--- config.mk ---
export PLATFORM = sky130hd
export DESIGN_NAME = ddr3_init_sequencer
export DESIGN_NICKNAME = d
export VERILOG_FILES = /design/src/rtl/ddr3_init_pkg.sv /design/src/rtl/ddr3_refresh_tracker.sv /design/src/rtl/ddr3_init_sequencer.sv
export SDC_FILE = /design/constraint.sdc
export NUM_CORES = 1
export LEC_CHECK = 0
export BUFFER_PORTS_ARGS = -buffer_cell sky130_fd_sc_hd__buf_2
export CAP_MARGIN = 30
export CELL_PAD_IN_SITES_DETAIL_PLACEMENT = 1
export CELL_PAD_IN_SITES_GLOBAL_PLACEMENT = 2
export CORE_ASPECT_RATIO = 1.25
export CORE_MARGIN = 4
export CORE_UTILIZATION = 27
export DETAILED_ROUTE_END_ITERATION = 8
export PLACE_DENSITY_LB_ADDON = 0.1
export SKIP_LAST_GASP = 1
export SYNTH_ARGS = -nofsm -noshare
export SYNTH_HDL_FRONTEND = slang
export SYNTH_SLANG_ARGS = --single-unit
--- constraint.sdc ---
create_clock -name i_clk -period 7.54 [get_ports i_clk]
set_input_delay 0.754 -clock i_clk [delete_from_list [all_inputs] [get_ports i_clk]]
set_output_delay 0.754 -clock i_clk [all_outputs]
set_load 0.05 [all_outputs]
--- src/rtl/ddr3_init_pkg.sv ---
// Shared definitions for the DDR3 power-up sequencer: command encodings,
// step-ROM layout, JEDEC timing constants and cycle-conversion helpers.
package ddr3_init_pkg;

    typedef enum logic [3:0] {
        CMD_MRS = 4'b0000,
        CMD_REF = 4'b0001,
        CMD_ZQC = 4'b0110,
        CMD_NOP = 4'b0111
    } cmd_e;

    typedef enum logic [1:0] {
        ST_RESET,
        ST_STEP_LOAD,
        ST_STEP_WAIT,
        ST_DONE
    } state_e;

    // Step word: {use_timer, stay_cmd, cke, reset_n, cmd[3:0], payload[18:0]}
    localparam int unsigned PAYLOAD_W = 19;
    localparam int unsigned F_CMD_LSB = 19;
    localparam int unsigned F_RESET_N = 23;
    localparam int unsigned F_CKE     = 24;
    localparam int unsigned F_STAY    = 25;
    localparam int unsigned F_TIMER   = 26;
    localparam int unsigned STEP_W    = 27;

    localparam logic [3:0] LAST_STEP = 4'd8;
    localparam logic [3:0] DONE_STEP = 4'd9;

    localparam int unsigned CLK_RATIO         = 4;
    localparam int unsigned DRAM_DENSITY_GBIT = 1;
    localparam int unsigned INIT_RESET_NS     = 200_000;
    localparam int unsigned INIT_CKE_NS       = 500_000;
    localparam int unsigned T_XPR_MIN_NCK     = 5;
    localparam int unsigned T_XPR_EXTRA_NS    = 10;
    localparam int unsigned T_MOD_NCK         = 12;
    localparam int unsigned T_MOD_NS          = 15;
    localparam int unsigned T_ZQINIT_NCK      = 512;
    localparam int unsigned T_ZQINIT_NS       = 640;

    function automatic int unsigned t_rfc_ns(input int unsigned gbit);
        case (gbit)
            1:       return 110;
            2:       return 160;
            4:       return 260;
            default: return 350;
        endcase
    endfunction

    function automatic int unsigned ns_to_cycles(input int unsigned ns,
                                                 input int unsigned period_ps);
        longint unsigned ps;
        longint unsigned cyc;
        ps  = 64'(ns) * 64'd1000;
        cyc = (ps + 64'(period_ps) - 64'd1) / 64'(period_ps);
        return (cyc == 64'd0) ? 32'd1 : 32'(cyc);
    endfunction

    function automatic int unsigned nck_to_cycles(input int unsigned nck);
        int unsigned c;
        c = (nck + CLK_RATIO - 1) / CLK_RATIO;
        return (c == 0) ? 32'd1 : c;
    endfunction

    function automatic int unsigned max_u(input int unsigned a, input int unsigned b);
        return (a > b) ? a : b;
    endfunction

    function automatic logic [STEP_W-1:0] mk_step(input logic use_timer,
                                                  input logic stay_cmd,
                                                  input logic cke,
                                                  input logic reset_n,
                                                  input cmd_e cmd,
                                                  input logic [PAYLOAD_W-1:0] payload);
        logic [STEP_W-1:0] w;
        w                        = '0;
        w[F_TIMER]               = use_timer;
        w[F_STAY]                = stay_cmd;
        w[F_CKE]                 = cke;
        w[F_RESET_N]             = reset_n;
        w[F_CMD_LSB +: 4]        = cmd;
        w[PAYLOAD_W-1:0]         = payload;
        return w;
    endfunction

endpackage

--- src/rtl/ddr3_refresh_tracker.sv ---
// Refresh interval timer with owed-refresh counter and sticky overflow flag.
module ddr3_refresh_tracker
    import ddr3_init_pkg::*;
#(
    parameter int unsigned T_REFI       = 1560,
    parameter int unsigned MAX_POSTPONE = 8,
    parameter int unsigned CNT_W        = 11
) (
    input  logic       i_clk,
    input  logic       i_rst_n,
    input  logic       i_clr,
    input  logic       i_en,
    input  logic       i_ref_ack,
    output logic       o_ref_req,
    output logic [3:0] o_ref_pending,
    output logic       o_ref_overflow
);

    logic [CNT_W-1:0] r_cnt;
    logic [3:0]       r_pending;
    logic             r_overflow;
    logic             r_req;
    logic             w_tick;
    logic             w_ack;
    logic [3:0]       w_pending_nxt;
    logic             w_overflow_nxt;

    assign w_tick = i_en && (r_cnt == CNT_W'(T_REFI - 1));
    assign w_ack  = i_ref_ack && (r_pending != '0);

    // A tick and an ack in the same cycle cancel out.
    always_comb begin
        w_pending_nxt  = r_pending;
        w_overflow_nxt = r_overflow;
        if (w_tick && !w_ack) begin
            if (r_pending == 4'(MAX_POSTPONE)) begin
                w_overflow_nxt = 1'b1;
            end else begin
                w_pending_nxt = r_pending + 4'd1;
            end
        end else if (w_ack && !w_tick) begin
            w_pending_nxt = r_pending - 4'd1;
        end
    end

    always_ff @(posedge i_clk or negedge i_rst_n) begin
        if (!i_rst_n) begin
            r_cnt      <= '0;
            r_pending  <= '0;
            r_overflow <= 1'b0;
            r_req      <= 1'b0;
        end else if (i_clr) begin
            r_cnt      <= '0;
            r_pending  <= '0;
            r_overflow <= 1'b0;
            r_req      <= 1'b0;
        end else begin
            r_cnt      <= (!i_en || w_tick) ? '0 : r_cnt + 1'b1;
            r_pending  <= w_pending_nxt;
            r_overflow <= w_overflow_nxt;
            r_req      <= (w_pending_nxt != '0);
        end
    end

    assign o_ref_req      = r_req;
    assign o_ref_pending  = r_pending;
    assign o_ref_overflow = r_overflow;

endmodule

--- src/rtl/ddr3_init_sequencer.sv ---
// DDR3 power-up sequencer: walks a ROM of timed steps (RESET#, CKE, MRS, ZQCL),
// then flags init-done and hands periodic refresh tracking to the sub-block.
module ddr3_init_sequencer
    import ddr3_init_pkg::*;
#(
    parameter int unsigned CLK_PERIOD_PS = 5000,
    parameter int unsigned ROW_BITS      = 14,
    parameter int unsigned BA_BITS       = 3,
    parameter logic [18:0] MR0           = 19'h0,
    parameter logic [18:0] MR1           = 19'h0,
    parameter logic [18:0] MR2           = 19'h0,
    parameter logic [18:0] MR3           = 19'h0,
    parameter int unsigned INIT_SCALE    = 1,
    parameter int unsigned T_REFI_NS     = 7800,
    parameter int unsigned MAX_POSTPONE  = 8
) (
    input  logic                i_clk,
    input  logic                i_rst_n,
    input  logic                i_reinit,
    input  logic                i_ref_ack,
    output logic                o_ddr3_reset_n,
    output logic                o_ddr3_cke,
    output logic [3:0]          o_cmd,
    output logic [BA_BITS-1:0]  o_ba,
    output logic [ROW_BITS-1:0] o_addr,
    output logic                o_odt,
    output logic                o_init_done,
    output logic [3:0]          o_step,
    output logic                o_ref_req,
    output logic [3:0]          o_ref_pending,
    output logic                o_ref_overflow
);

    localparam int unsigned C_RESET_HOLD = ns_to_cycles(INIT_RESET_NS / INIT_SCALE, CLK_PERIOD_PS);
    localparam int unsigned C_CKE_WAIT   = ns_to_cycles(INIT_CKE_NS / INIT_SCALE, CLK_PERIOD_PS);
    localparam int unsigned C_TXPR       = max_u(nck_to_cycles(T_XPR_MIN_NCK),
        ns_to_cycles(t_rfc_ns(DRAM_DENSITY_GBIT) + T_XPR_EXTRA_NS, CLK_PERIOD_PS));
    localparam int unsigned C_TMOD       = max_u(nck_to_cycles(T_MOD_NCK),
        ns_to_cycles(T_MOD_NS, CLK_PERIOD_PS));
    localparam int unsigned C_TZQINIT    = max_u(nck_to_cycles(T_ZQINIT_NCK),
        ns_to_cycles(T_ZQINIT_NS, CLK_PERIOD_PS));
    localparam int unsigned T_REFI       = ns_to_cycles(T_REFI_NS, CLK_PERIOD_PS);
    localparam int unsigned REFI_W       = $clog2(T_REFI + 1);

    function automatic logic [STEP_W-1:0] rom(input logic [3:0] idx);
        case (idx)
            4'd0:    return mk_step(1'b1, 1'b1, 1'b0, 1'b0, CMD_NOP, PAYLOAD_W'(C_RESET_HOLD));
            4'd1:    return mk_step(1'b1, 1'b1, 1'b0, 1'b1, CMD_NOP, PAYLOAD_W'(C_CKE_WAIT));
            4'd2:    return mk_step(1'b1, 1'b1, 1'b1, 1'b1, CMD_NOP, PAYLOAD_W'(C_TXPR));
            4'd3:    return mk_step(1'b0, 1'b0, 1'b1, 1'b1, CMD_MRS, MR2);
            4'd4:    return mk_step(1'b0, 1'b0, 1'b1, 1'b1, CMD_MRS, MR3);
            4'd5:    return mk_step(1'b0, 1'b0, 1'b1, 1'b1, CMD_MRS, MR1);
            4'd6:    return mk_step(1'b0, 1'b0, 1'b1, 1'b1, CMD_MRS, MR0);
            4'd7:    return mk_step(1'b1, 1'b1, 1'b1, 1'b1, CMD_NOP, PAYLOAD_W'(C_TMOD));
            4'd8:    return mk_step(1'b1, 1'b0, 1'b1, 1'b1, CMD_ZQC, PAYLOAD_W'(C_TZQINIT));
            default: return mk_step(1'b0, 1'b1, 1'b1, 1'b1, CMD_NOP, '0);
        endcase
    endfunction

    state_e                 r_state;
    logic [3:0]             r_step;
    logic [PAYLOAD_W-1:0]   r_cnt;
    logic                   r_stay;
    logic                   r_reset_n;
    logic                   r_cke;
    cmd_e                   r_cmd;
    logic [BA_BITS-1:0]     r_ba;
    logic [ROW_BITS-1:0]    r_addr;
    logic                   r_init_done;

    logic [3:0]             w_next_idx;
    logic [STEP_W-1:0]      w_entry;
    logic [PAYLOAD_W-1:0]   w_payload;
    logic [PAYLOAD_W-1:0]   w_dur;
    cmd_e                   w_cmd;
    logic [BA_BITS-1:0]     w_ba;
    logic [ROW_BITS-1:0]    w_addr;
    logic                   w_in_step;
    logic                   w_expire;
    logic                   w_load;
    logic                   w_finish;
    logic                   w_unused_bits;

    assign w_in_step  = (r_state == ST_STEP_LOAD) || (r_state == ST_STEP_WAIT);
    assign w_expire   = w_in_step && (r_cnt == '0);
    assign w_load     = i_reinit || (r_state == ST_RESET) || (w_expire && (r_step != LAST_STEP));
    assign w_finish   = !i_reinit && w_expire && (r_step == LAST_STEP);
    assign w_next_idx = (i_reinit || (r_state == ST_RESET)) ? 4'd0 : r_step + 4'd1;

    assign w_entry       = rom(w_next_idx);
    assign w_payload     = w_entry[PAYLOAD_W-1:0];
    assign w_cmd         = cmd_e'(w_entry[F_CMD_LSB +: 4]);
    assign w_dur         = w_entry[F_TIMER] ? w_payload : PAYLOAD_W'(1);
    assign w_unused_bits = ^(w_payload >> ROW_BITS);

    // ZQCL carries no payload address; only A10 (long calibration) is driven.
    always_comb begin
        w_ba   = '0;
        w_addr = '0;
        if (w_cmd == CMD_MRS) begin
            w_ba   = w_payload[16 +: BA_BITS];
            w_addr = w_payload[ROW_BITS-1:0];
        end else if (w_cmd == CMD_ZQC) begin
            w_addr[10] = 1'b1;
        end
    end

    always_ff @(posedge i_clk or negedge i_rst_n) begin
        if (!i_rst_n) begin
            r_state     <= ST_RESET;
            r_step      <= '0;
            r_cnt       <= '0;
            r_stay      <= 1'b1;
            r_reset_n   <= 1'b0;
            r_cke       <= 1'b0;
            r_cmd       <= CMD_NOP;
            r_ba        <= '0;
            r_addr      <= '0;
            r_init_done <= 1'b0;
        end else if (w_load) begin
            r_state     <= ST_STEP_LOAD;
            r_step      <= w_next_idx;
            r_cnt       <= w_dur - PAYLOAD_W'(1);
            r_stay      <= w_entry[F_STAY];
            r_reset_n   <= w_entry[F_RESET_N];
            r_cke       <= w_entry[F_CKE];
            r_cmd       <= w_cmd;
            r_ba        <= w_ba;
            r_addr      <= w_addr;
            r_init_done <= 1'b0;
        end else if (w_finish) begin
            r_state     <= ST_DONE;
            r_step      <= DONE_STEP;
            r_reset_n   <= 1'b1;
            r_cke       <= 1'b1;
            r_cmd       <= CMD_NOP;
            r_ba        <= '0;
            r_addr      <= '0;
            r_init_done <= 1'b1;
        end else if (w_in_step) begin
            r_state <= ST_STEP_WAIT;
            r_cnt   <= r_cnt - PAYLOAD_W'(1);
            if ((r_state == ST_STEP_LOAD) && !r_stay) begin
                r_cmd  <= CMD_NOP;
                r_ba   <= '0;
                r_addr <= '0;
            end
        end
    end

    ddr3_refresh_tracker #(
        .T_REFI       (T_REFI),
        .MAX_POSTPONE (MAX_POSTPONE),
        .CNT_W        (REFI_W)
    ) u_refresh (
        .i_clk          (i_clk),
        .i_rst_n        (i_rst_n),
        .i_clr          (i_reinit),
        .i_en           (r_init_done),
        .i_ref_ack      (i_ref_ack),
        .o_ref_req      (o_ref_req),
        .o_ref_pending  (o_ref_pending),
        .o_ref_overflow (o_ref_overflow)
    );

    assign o_ddr3_reset_n = r_reset_n;
    assign o_ddr3_cke     = r_cke;
    assign o_cmd          = r_cmd;
    assign o_ba           = r_ba;
    assign o_addr         = r_addr;
    assign o_odt          = 1'b0;
    assign o_init_done    = r_init_done;
    assign o_step         = r_step;

endmodule

==> results_dict.tcl, run 1 <==
set metrics [dict create \
    status "finished clean" \
    area_delta_synth_final_pct 10.2 \
    dieHeight_um 138 \
    first_pass_iters 4 \
    yosysTopAreaCell "dfrtp_1" \
    htree_levels 2 \
    endpoint_kind "flip-flop" \
    initial_core_util_pct 27.5 \
    std_cell_rows 47 \
    maxCapViolations 0 \
    p_seq_share_pct 35.8 \
    ys_ff_latch 54 \
    io_pins 39 \
    final.setup.tns_ns 0 \
    hold_class "reg2reg" \
    cts_tree "done" \
    grt_pass1_vias 3049 \
    wire_per_inst_um 18.2 \
    clk_pin_slew_ns 0.08 \
    syn_inst 393 \
    cp.arrival_ns 3.98 \
    peakVddDrop_v 0.000159 \
    busiest_layer "met2" \
    power.density_nw_per_um2 277 \
    grt_max_degree 55 \
    async_flop_share_pct 100 \
    p_int_w 0.000644 \
    cts_buffer_depth 2 \
    post-cts-setup-buffers 0 \
    slowest_stage "dfrtp_1" \
    dieArea_um2 15400 \
    yosysTopAreaCellShare_pct 35.1 \
    r2r_cells 13 \
    viasPerCell 5.16 \
    drive_gt1_share_pct 18.4 \
    synthesis.area_um2 3640 \
    finalNonFillerCells 578 \
    num-nets-final 418 \
    num_vias 2984 \
    power.total_w 0.00111 \
    seq_area_frac_synth_pct 37.2 \
    slowest_delay_ns 0.67 \
    max_slew_margin_pct 36.1 \
    grt_remaining_overflow 0 \
    met1_usage_pct 17.4 \
    antenna_cells 0 \
    path_cells "inv_1, ha_1, and3b_1, nor3_4, a21oi_1, buf_4, a21oi_1, ha_1, o21ai_1, nor4b_4, nand2_1, o21ba_1, a211oi_1" \
    postSynthAreaPerCell_um2 9.26 \
    fp.dieW_um 112 \
    fin_worst_skew_ns 0.00808 \
    critPathTopFamily "simple AND/OR/NAND/NOR gates" \
    final_area_um2 4010 \
    use_met2_pct 25.1 \
    ys_types 83 \
    ctsResizeCount 0 \
    clockRootBuffer "clkbuf_16" \
    worst_slew_pin_slew_ns 0.944 \
    first_iter_violations 176 \
    p_clk_share_pct 24.8 \
    finalHoldViolations 0 \
    finalSetupViolCount 0 \
    grt_use_total_pct 14.2 \
    drv_slew 0 \
    p_leak_nw 1.63 \
    yosysWarningCount 0 \
    clock-sinks 54 \
    p_sw_share_pct 42.0 \
    switching_power_w 0.000467 \
    start_kind "flip-flop" \
    dp_hpwl_mm 7.69 \
    coreArea_um2 13200 \
    rsz0062_at_grt "no" \
    ant_nets 0 \
    met3_usage_pct 2.81 \
    path_depth 13 \
    critPathRequiredTime_ns 7.75 \
    route.detailed.drc 0 \
    p_comb_share_pct 39.3 \
    grt_pass1_wl_mm 17.3 \
    dp_cells 570 \
    finalCritPeriodShare_pct 49.9 \
    cp_num_buf_inv 2 \
    ctsHoldBuffers 0 \
    place.port_buffers 31 \
    placed_area_um2 3840 \
    synth_flop_cell "dfrtp_1" \
    antenna_found_initial 0 \
    clock_latency_ns 0.31 \
    synth.area.top_cells "dfrtp_1 (35%), nor2_1 (4.0%), buf_4 (3.5%)" \
    crit_fanout 20 \
    cts_buffers 5 \
    hold_depth 2 \
    clock.fmax_mhz 266 \
    synth-edff-count 0 \
    utilization_pct 30.3 \
    finalWorstPathRequiredPeriod_ns 3.77 \
    gp_congestion 0.761 \
    path_class "reg2reg" \
    wirelength_mm 10.5 \
]
## sequential cells by signal, summed over array words and instances (netlist names)
name,count
r_state,2
o_step,4
r_stay,1
r_cnt,19
u_refresh.r_cnt,11
u_refresh.o_ref_overflow,1
o_ddr3_reset_n,1
o_addr,6
o_cmd,2
o_ddr3_cke,1
u_refresh.o_ref_pending,4
o_init_done,1
u_refresh.o_ref_req,1
## cell usage after synthesis, drive strengths merged (4+ instances only)
cell and count:
a211oi 4, a21oi 24, a31oi 4, and2 8, and3 5, and4 6, buf 29, clkbuf 5
dfrtp 51, ha 8, inv 12, nand2 24, nand2b 5, nand3 23, nand4 4, nor2 40
nor3 16, nor3b 4, nor4 8, nor4b 5, o211ai 6, o21ai 16, o31ai 4, or3 5
or4 5, xnor2 12, xor2 5
## metal layers
layer,share of wire [%],vias to the layer above
met5,0,-
li1,-,1441
met1,44,1503
met2,51,30
met3,2.3,10
met4,2.0,0
## logic make-up after synthesis
| logic type | synth area share (%) |
|---|---|
| xor gates and xnor gates | 4.30 |
| muxes | 0.309 |
| DFF | 37.2 |
| other | 0.103 |
| and+or+nand+nor | 30.3 |
| AOI/OAI and AO/OA | 18.0 |
| buffers and inverters | 7.01 |
| adders and majority gates | 2.75 |
## layout by cell type, fill, tap and decap left out, types with 5 or more instances in the layout
| cell | instances |
|---|---|
| o211ai_1 | 6 |
| buf_2 | 31 |
| nor4_1 | 5 |
| nand3_1 | 23 |
| nand2b_1 | 5 |
| nor2_1 | 39 |
| nor3_1 | 12 |
| or3_1 | 5 |
| nand2_1 | 23 |
| inv_1 | 12 |
| clkbuf_16 | 5 |
| xnor2_1 | 12 |
| ha_1 | 8 |
| conb_1 | 7 |
| a21oi_1 | 21 |
| o21ai_0 | 13 |
| and2_1 | 8 |
| dfrtp_1 | 51 |
## area by class of cell
cell class | count | area, um^2
Clock inverter | 3 | 43.8
Clock buffer | 5 | 125
Sequential cell | 54 | 1360
Inverter | 12 | 45.0
Multi-Input combinational cell | 299 | 2050
Tap cell | 171 | 214
Timing Repair Buffer | 34 | 178
Fill cell | 1530 | 9220
## path summary, 6_finish.rpt
path	slack, ns	start	to
max	3.77	o_step[0]	r_cnt[18]
min	0.47	o_cmd[0]	o_cmd[0]
max in group asynchronous	6.44	i_rst_n	r_cnt[10]
max reg2reg	3.77	o_step[0]	r_cnt[18]
min in group asynchronous	0.60	i_rst_n	o_step[0]
min reg2reg	0.47	o_cmd[0]	o_cmd[0]
## power groups by stage
stage          Sequential [W]  Clock, W  Combinational (W)
2_1_floorplan        0.000425         0           0.000306
3_3_place_gp         0.000403         0           0.000441
3_5_place_dp         0.000403         0           0.000443
4_1_cts              0.000397  0.000289           0.000445
5_1_grt              0.000408  0.000301           0.000491
6_report             0.000398  0.000276           0.000437
## tightest hold or removal path, stage by stage, from the launching register on
cell     delay (ns)
dfstp_2        0.37
inv_1          0.04
a21oi_1        0.06
## per-stage QoR
| stage | setup WS [ns] | hold WS (ns) |
|---|---|---|
| 5_1_grt | 3.34 | 0.506 |
| 2_1_floorplan | 4.08 | 0.452 |
| 6_report | 3.77 | 0.474 |
| 4_1_cts | 3.76 | 0.487 |
| 3_5_place_dp | 3.80 | 0.470 |
| 3_3_place_gp | 3.96 | 0.454 |
No activity file was read; power rests on OpenSTA's default activity.
==> run 2: changes to the inputs <==
==> constraint.sdc (replaced) <==
create_clock -name i_clk -period 3.8 [get_ports i_clk]
set_input_delay 0.38 -clock i_clk [delete_from_list [all_inputs] [get_ports i_clk]]
set_output_delay 0.38 -clock i_clk [all_outputs]
set_load 0.05 [all_outputs]
==> results_dict.tcl, run 2 (synthesis gave the netlist of run 1 again) <==
set metrics [dict create \
    hold_class "in2async" \
    crit_fanout 9 \
    place.port_buffers 31 \
    drive_gt1_share_pct 19.8 \
    worst_slew_pin_slew_ns 0.837 \
    power.density_nw_per_um2 536 \
    path_class "reg2reg" \
    fp.dieW_um 112 \
    num_vias 3070 \
    ctsResizeCount 0 \
    maxCapViolations 0 \
    ant_nets 0 \
    endpoint_kind "flip-flop" \
    largest_reg_flops 19 \
    initial_core_util_pct 27.5 \
    clockRootBuffer "clkbuf_16" \
    first_iter_violations 160 \
    wire_per_inst_um 18.3 \
    gp_congestion 0.739 \
    start_kind "flip-flop" \
    finalHoldViolations 0 \
    clock_latency_ns 0.30 \
    clock.fmax_mhz 294 \
    post-cts-setup-buffers 0 \
    finalSetupViolCount 0 \
    dp_cells 577 \
    final.setup.tns_ns 0 \
    p_leak_nw 1.66 \
    peakVddDrop_v 0.000214 \
    clock-sinks 54 \
    grt_remaining_overflow 0 \
    antenna_cells 0 \
    drv_slew 0 \
    fin_worst_skew_ns 0.00459 \
    cts_buffers 5 \
    coreArea_um2 13200 \
    dieHeight_um 138 \
    grt_max_degree 31 \
    std_cell_rows 47 \
    dp_hpwl_mm 8.01 \
    fillers 1544 \
    finalCritPeriodShare_pct 89.4 \
    grt_use_total_pct 14.4 \
    ctsHoldBuffers 0 \
    dieArea_um2 15400 \
    cp.arrival_ns 3.59 \
    wirelength_mm 10.7 \
    largest-register "r_cnt" \
    cts_buffer_depth 2 \
    cts_tree "done" \
    status "finished clean" \
    critPathRequiredTime_ns 3.99 \
    route.detailed.drc 0 \
    grt_pass1_wl_mm 17.6 \
    antenna_found_initial 0 \
    grt_pass1_vias 3249 \
    first_pass_iters 4 \
    io_pins 39 \
    finalWorstPathRequiredPeriod_ns 3.40 \
    finalNonFillerCells 585 \
    viasPerCell 5.25 \
    area_delta_synth_final_pct 11.3 \
    max_slew_margin_pct 43.4 \
    rsz0062_at_grt "no" \
    num-nets-final 425 \
    layout_common_cells "dfrtp_1 (51), nor2_1 (39), buf_2 (31)" \
    clk_pin_slew_ns 0.08 \
    final_common_cell "dfrtp_1" \
    htree_levels 2 \
]
[run 2: cell type report]
class	instances	area [um^2]	share of cell area, %
repair buffers	41	230	5.68
flip-flops and latches	54	1360	33.5
inverters	12	45.0	1.11
multi-input cells	299	2050	50.6
well taps	171	214	5.28
clock buffers	6	139	3.43
clock inverters	2	16.3	0.402
[run 2: worst max-delay path, stage by stage, from the launching register on]
cell and delay, ns:
dfrtp_1 0.36, inv_1 0.07, ha_1 0.47, nor4b_2 0.29
nand4_1 0.33, or3_1 0.47, nor2_1 0.11, o21ai_0 0.09
ha_1 0.26, o21ai_1 0.22, nor3_2 0.11, and4_4 0.21
nor3b_1 0.22, nor3_2 0.08
[run 2: routing by layer]
metal  wire (um)  GRT usage (%)
met1        4650           16.7
met2        5540           26.7
met5           0              0
met4         261           4.87
met3         269           2.68
[run 2: worst paths after layout]
path	start	end	slack (ns)	cells past startpoint
max reg2reg	r_state[1]	r_cnt[12]	0.40	13
min	i_rst_n	u_refresh.r_cnt[2]	0.09	1
min in group i_clk	i_reinit	u_refresh.o_ref_pending[1]	0.37	2
min reg2reg	o_cmd[0]	o_cmd[0]	0.46	2
max in group asynchronous	i_rst_n	o_cmd[0]	2.81	2
max	r_state[1]	r_cnt[12]	0.40	13
[run 2: stage by stage]
stage / total power, W / hold slack [ns] / setup slack [ns] / util (%) / cell area [um^2]
3_3_place_gp: 0.00168 / 0.432 / 0.571 / 29.4 / 3890
4_1_cts: 0.00222 / 0.103 / 0.376 / 30.6 / 4050
6_report: 0.00217 / 0.0913 / 0.402 / 30.6 / 4050
3_5_place_dp: 0.00169 / 0.433 / 0.398 / 29.4 / 3890
5_1_grt: 0.00234 / 0.129 / 0.0697 / 30.6 / 4050
2_1_floorplan: 0.00145 / 0.0844 / 0.344 / - / 3660
[run 2: power by group]
part | internal [W] | switching [W]
Clock | 0.000266 | 0.000237
Combinational | 0.000304 | 0.000573
Sequential | 0.000670 | 0.000121
==> run 3: changes to the inputs <==
--- a/config.mk
+++ b/config.mk
@@ -17,4 +17,5 @@
 export SKIP_LAST_GASP = 1
 export SYNTH_ARGS = -nofsm -noshare
 export SYNTH_HDL_FRONTEND = slang
+export SYNTH_HIERARCHICAL = 1
 export SYNTH_SLANG_ARGS = --single-unit
==> constraint.sdc (replaced) <==
create_clock -name i_clk -period 3.8 [get_ports i_clk]
set_input_delay 0.38 -clock i_clk [delete_from_list [all_inputs] [get_ports i_clk]]
set_output_delay 0.38 -clock i_clk [all_outputs]
set_load 0.1 [all_outputs]
==> results_dict.tcl, run 3 <==
set metrics [dict create \
    coreArea_um2 12700 \
    cts_buffers 5 \
    dp_hpwl_mm 7.93 \
    maxCapViolations 0 \
    postSynthAreaPerCell_um2 9.01 \
    finalHoldViolations 0 \
    switching_power_w 0.00102 \
    utilization_pct 31.1 \
    dieArea_um2 14800 \
    viasPerCell 5.20 \
    yosysTopAreaCellShare_pct 36.7 \
    p_comb_share_pct 42.6 \
    grt_pass1_wl_mm 17.0 \
    path_class "reg2reg" \
    layout_common_cells "dfrtp_1 (51), nor2_1 (40), nand2_1 (35)" \
    clock_latency_ns 0.30 \
    synth-edff-count 0 \
    fin_worst_skew_ns 0.0106 \
    htree_levels 2 \
    finalCritPeriodShare_pct 88.0 \
    gp_congestion 0.803 \
    p_sw_share_pct 45.5 \
    drive_gt1_share_pct 16.9 \
    netlist_top_cells_count "dfrtp_1 (51), nor2_1 (40), nand2_1 (35), nand3_1 (18), a21oi_1 (17)" \
    grt_pass1_vias 2994 \
    clockRootBuffer "clkbuf_16" \
    ys_types 77 \
    first_iter_violations 179 \
    dieHeight_um 135 \
    io_pins 39 \
    cts_buffer_depth 2 \
    synth_most_common_cell "dfrtp_1" \
    antenna_found_initial 0 \
    place.port_buffers 31 \
    route.detailed.drc 0 \
    wirelength_mm 10.5 \
    yosysWarningCount 6 \
    first_pass_iters 4 \
    synthesis.area_um2 3480 \
    crit_fanout 7 \
    start_kind "flip-flop" \
    ctsResizeCount 0 \
    wire_per_inst_um 18.0 \
    clk_pin_slew_ns 0.08 \
    rsz0062_at_grt "no" \
    peakVddDrop_v 0.000221 \
    clock.fmax_mhz 299 \
    final.setup.tns_ns 0 \
    ant_nets 0 \
    drv_slew 0 \
    async_flop_share_pct 100 \
    hold_class "in2async" \
    worst_slew_pin_slew_ns 0.726 \
    grt_max_degree 34 \
    num-nets-final 425 \
    p_int_w 0.00122 \
    antenna_cells 0 \
    grt_use_total_pct 14.7 \
    clock-sinks 54 \
    seq_area_frac_synth_pct 39.0 \
    p_seq_share_pct 34.8 \
    r2r_cells 12 \
    post-cts-setup-buffers 0 \
    ys_ff_latch 54 \
    finalWorstPathRequiredPeriod_ns 3.34 \
    yosysTopAreaCell "dfrtp_1" \
    largest_reg_flops 19 \
    power.density_nw_per_um2 568 \
    cts_tree "done" \
    synth_flop_cell "dfrtp_1" \
    p_leak_nw 1.66 \
    finalSetupViolCount 0 \
    syn_inst 386 \
    synth.area.top_cells "dfrtp_1 (37%), nor2_1 (4.3%), nand2_1 (3.8%)" \
    critPathRequiredTime_ns 4.00 \
    largest-register "r_cnt" \
    status "finished clean" \
    endpoint_kind "flip-flop" \
    cp.arrival_ns 3.55 \
    max_slew_margin_pct 51.5 \
    ctsHoldBuffers 0 \
    final_common_cell "dfrtp_1" \
    p_clk_share_pct 22.6 \
    initial_core_util_pct 27.5 \
    fp.dieW_um 110 \
    std_cell_rows 46 \
    grt_remaining_overflow 0 \
    area_delta_synth_final_pct 13.1 \
    num_vias 3026 \
]
run 3: changes by cell type after synthesis, sizes merged, moves of 4 or more:
cell   delta
inv       +4
a21oi     -6
a31oi     +4
nand4     +6
nand2    +11
mux2i     +4
buf      -10
nor3b     -4
nor4      -6
nand3     -4
run 3: final timing paths:
check	end	slack (ns)	startpoint
worst max register to register	r_cnt[12]	0.46	r_state[0]
max in group asynchronous	u_refresh/o_ref_pending[2]	2.89	i_rst_n
worst max-delay path	r_cnt[12]	0.46	r_state[0]
worst min-delay path	o_step[1]	0.06	i_rst_n
worst min register to register	o_cmd[0]	0.47	o_cmd[0]
min in group i_clk	u_refresh/o_ref_overflow	0.40	i_reinit
run 3: kinds of logic after synthesis:
logic type	count (synthesis)	share of synthesized area [%]
AO/OA/AOI/OAI	89	18.3
XOR/XNOR	20	5.25
adder cells (fa/ha/maj)	8	2.88
buffers and inverters	43	6.37
flip-flops	54	39.0
multiplexers	8	2.55
other	1	0.108
AND/OR/NAND/NOR	163	25.6
run 3: layout make-up:
type,instances,area (um^2)
clock buffer,6,139
clock inverter,2,16.3
sequential,54,1360
tap,168,210
multi-input combinational,295,1920
timing repair buffer,41,230
inverter,16,60.1
fill,1502,8730
run 3: power groups by stage:
stage                     clock network, W  registers [W]  logic (W)
after floorplan                          0       0.000957   0.000527
after global placement                   0       0.000792   0.000963
after detailed placement                 0       0.000791   0.000960
after CTS                         0.000524       0.000779   0.000964
after global routing              0.000545       0.000794    0.00104
final                             0.000505       0.000777   0.000952
run 3: stage by stage:
stage | power, W | instances | hold WS (ns) | setup WS, ns | area [um^2]
after floorplan | 0.00148 | 392 | 0.0844 | 0.329 | 3500
after global placement | 0.00175 | 574 | 0.409 | 0.583 | 3780
after detailed placement | 0.00175 | 574 | 0.419 | 0.503 | 3780
after CTS | 0.00227 | 582 | 0.0908 | 0.471 | 3940
after global routing | 0.00238 | 582 | 0.117 | 0.144 | 3940
final | 0.00223 | 582 | 0.0612 | 0.456 | 3940
run 3: per-layer routing:
layer	track usage (%)	routed length [um]
met4	4.71	252
met3	2.06	345
met5	0	0
met2	25.2	5290
met1	19.0	4620
run 3: worst max-delay path, cell delays in order (launching register included):
cell	delay (ns)
dfrtp_1	0.37
inv_1	0.07
ha_1	0.39
nor4b_2	0.43
and3_1	0.30
a21oi_1	0.12
mux2i_1	0.21
ha_1	0.21
nand2_1	0.10
a2111oi_0	0.48
and3_1	0.27
nor2_1	0.08
o31ai_1	0.22
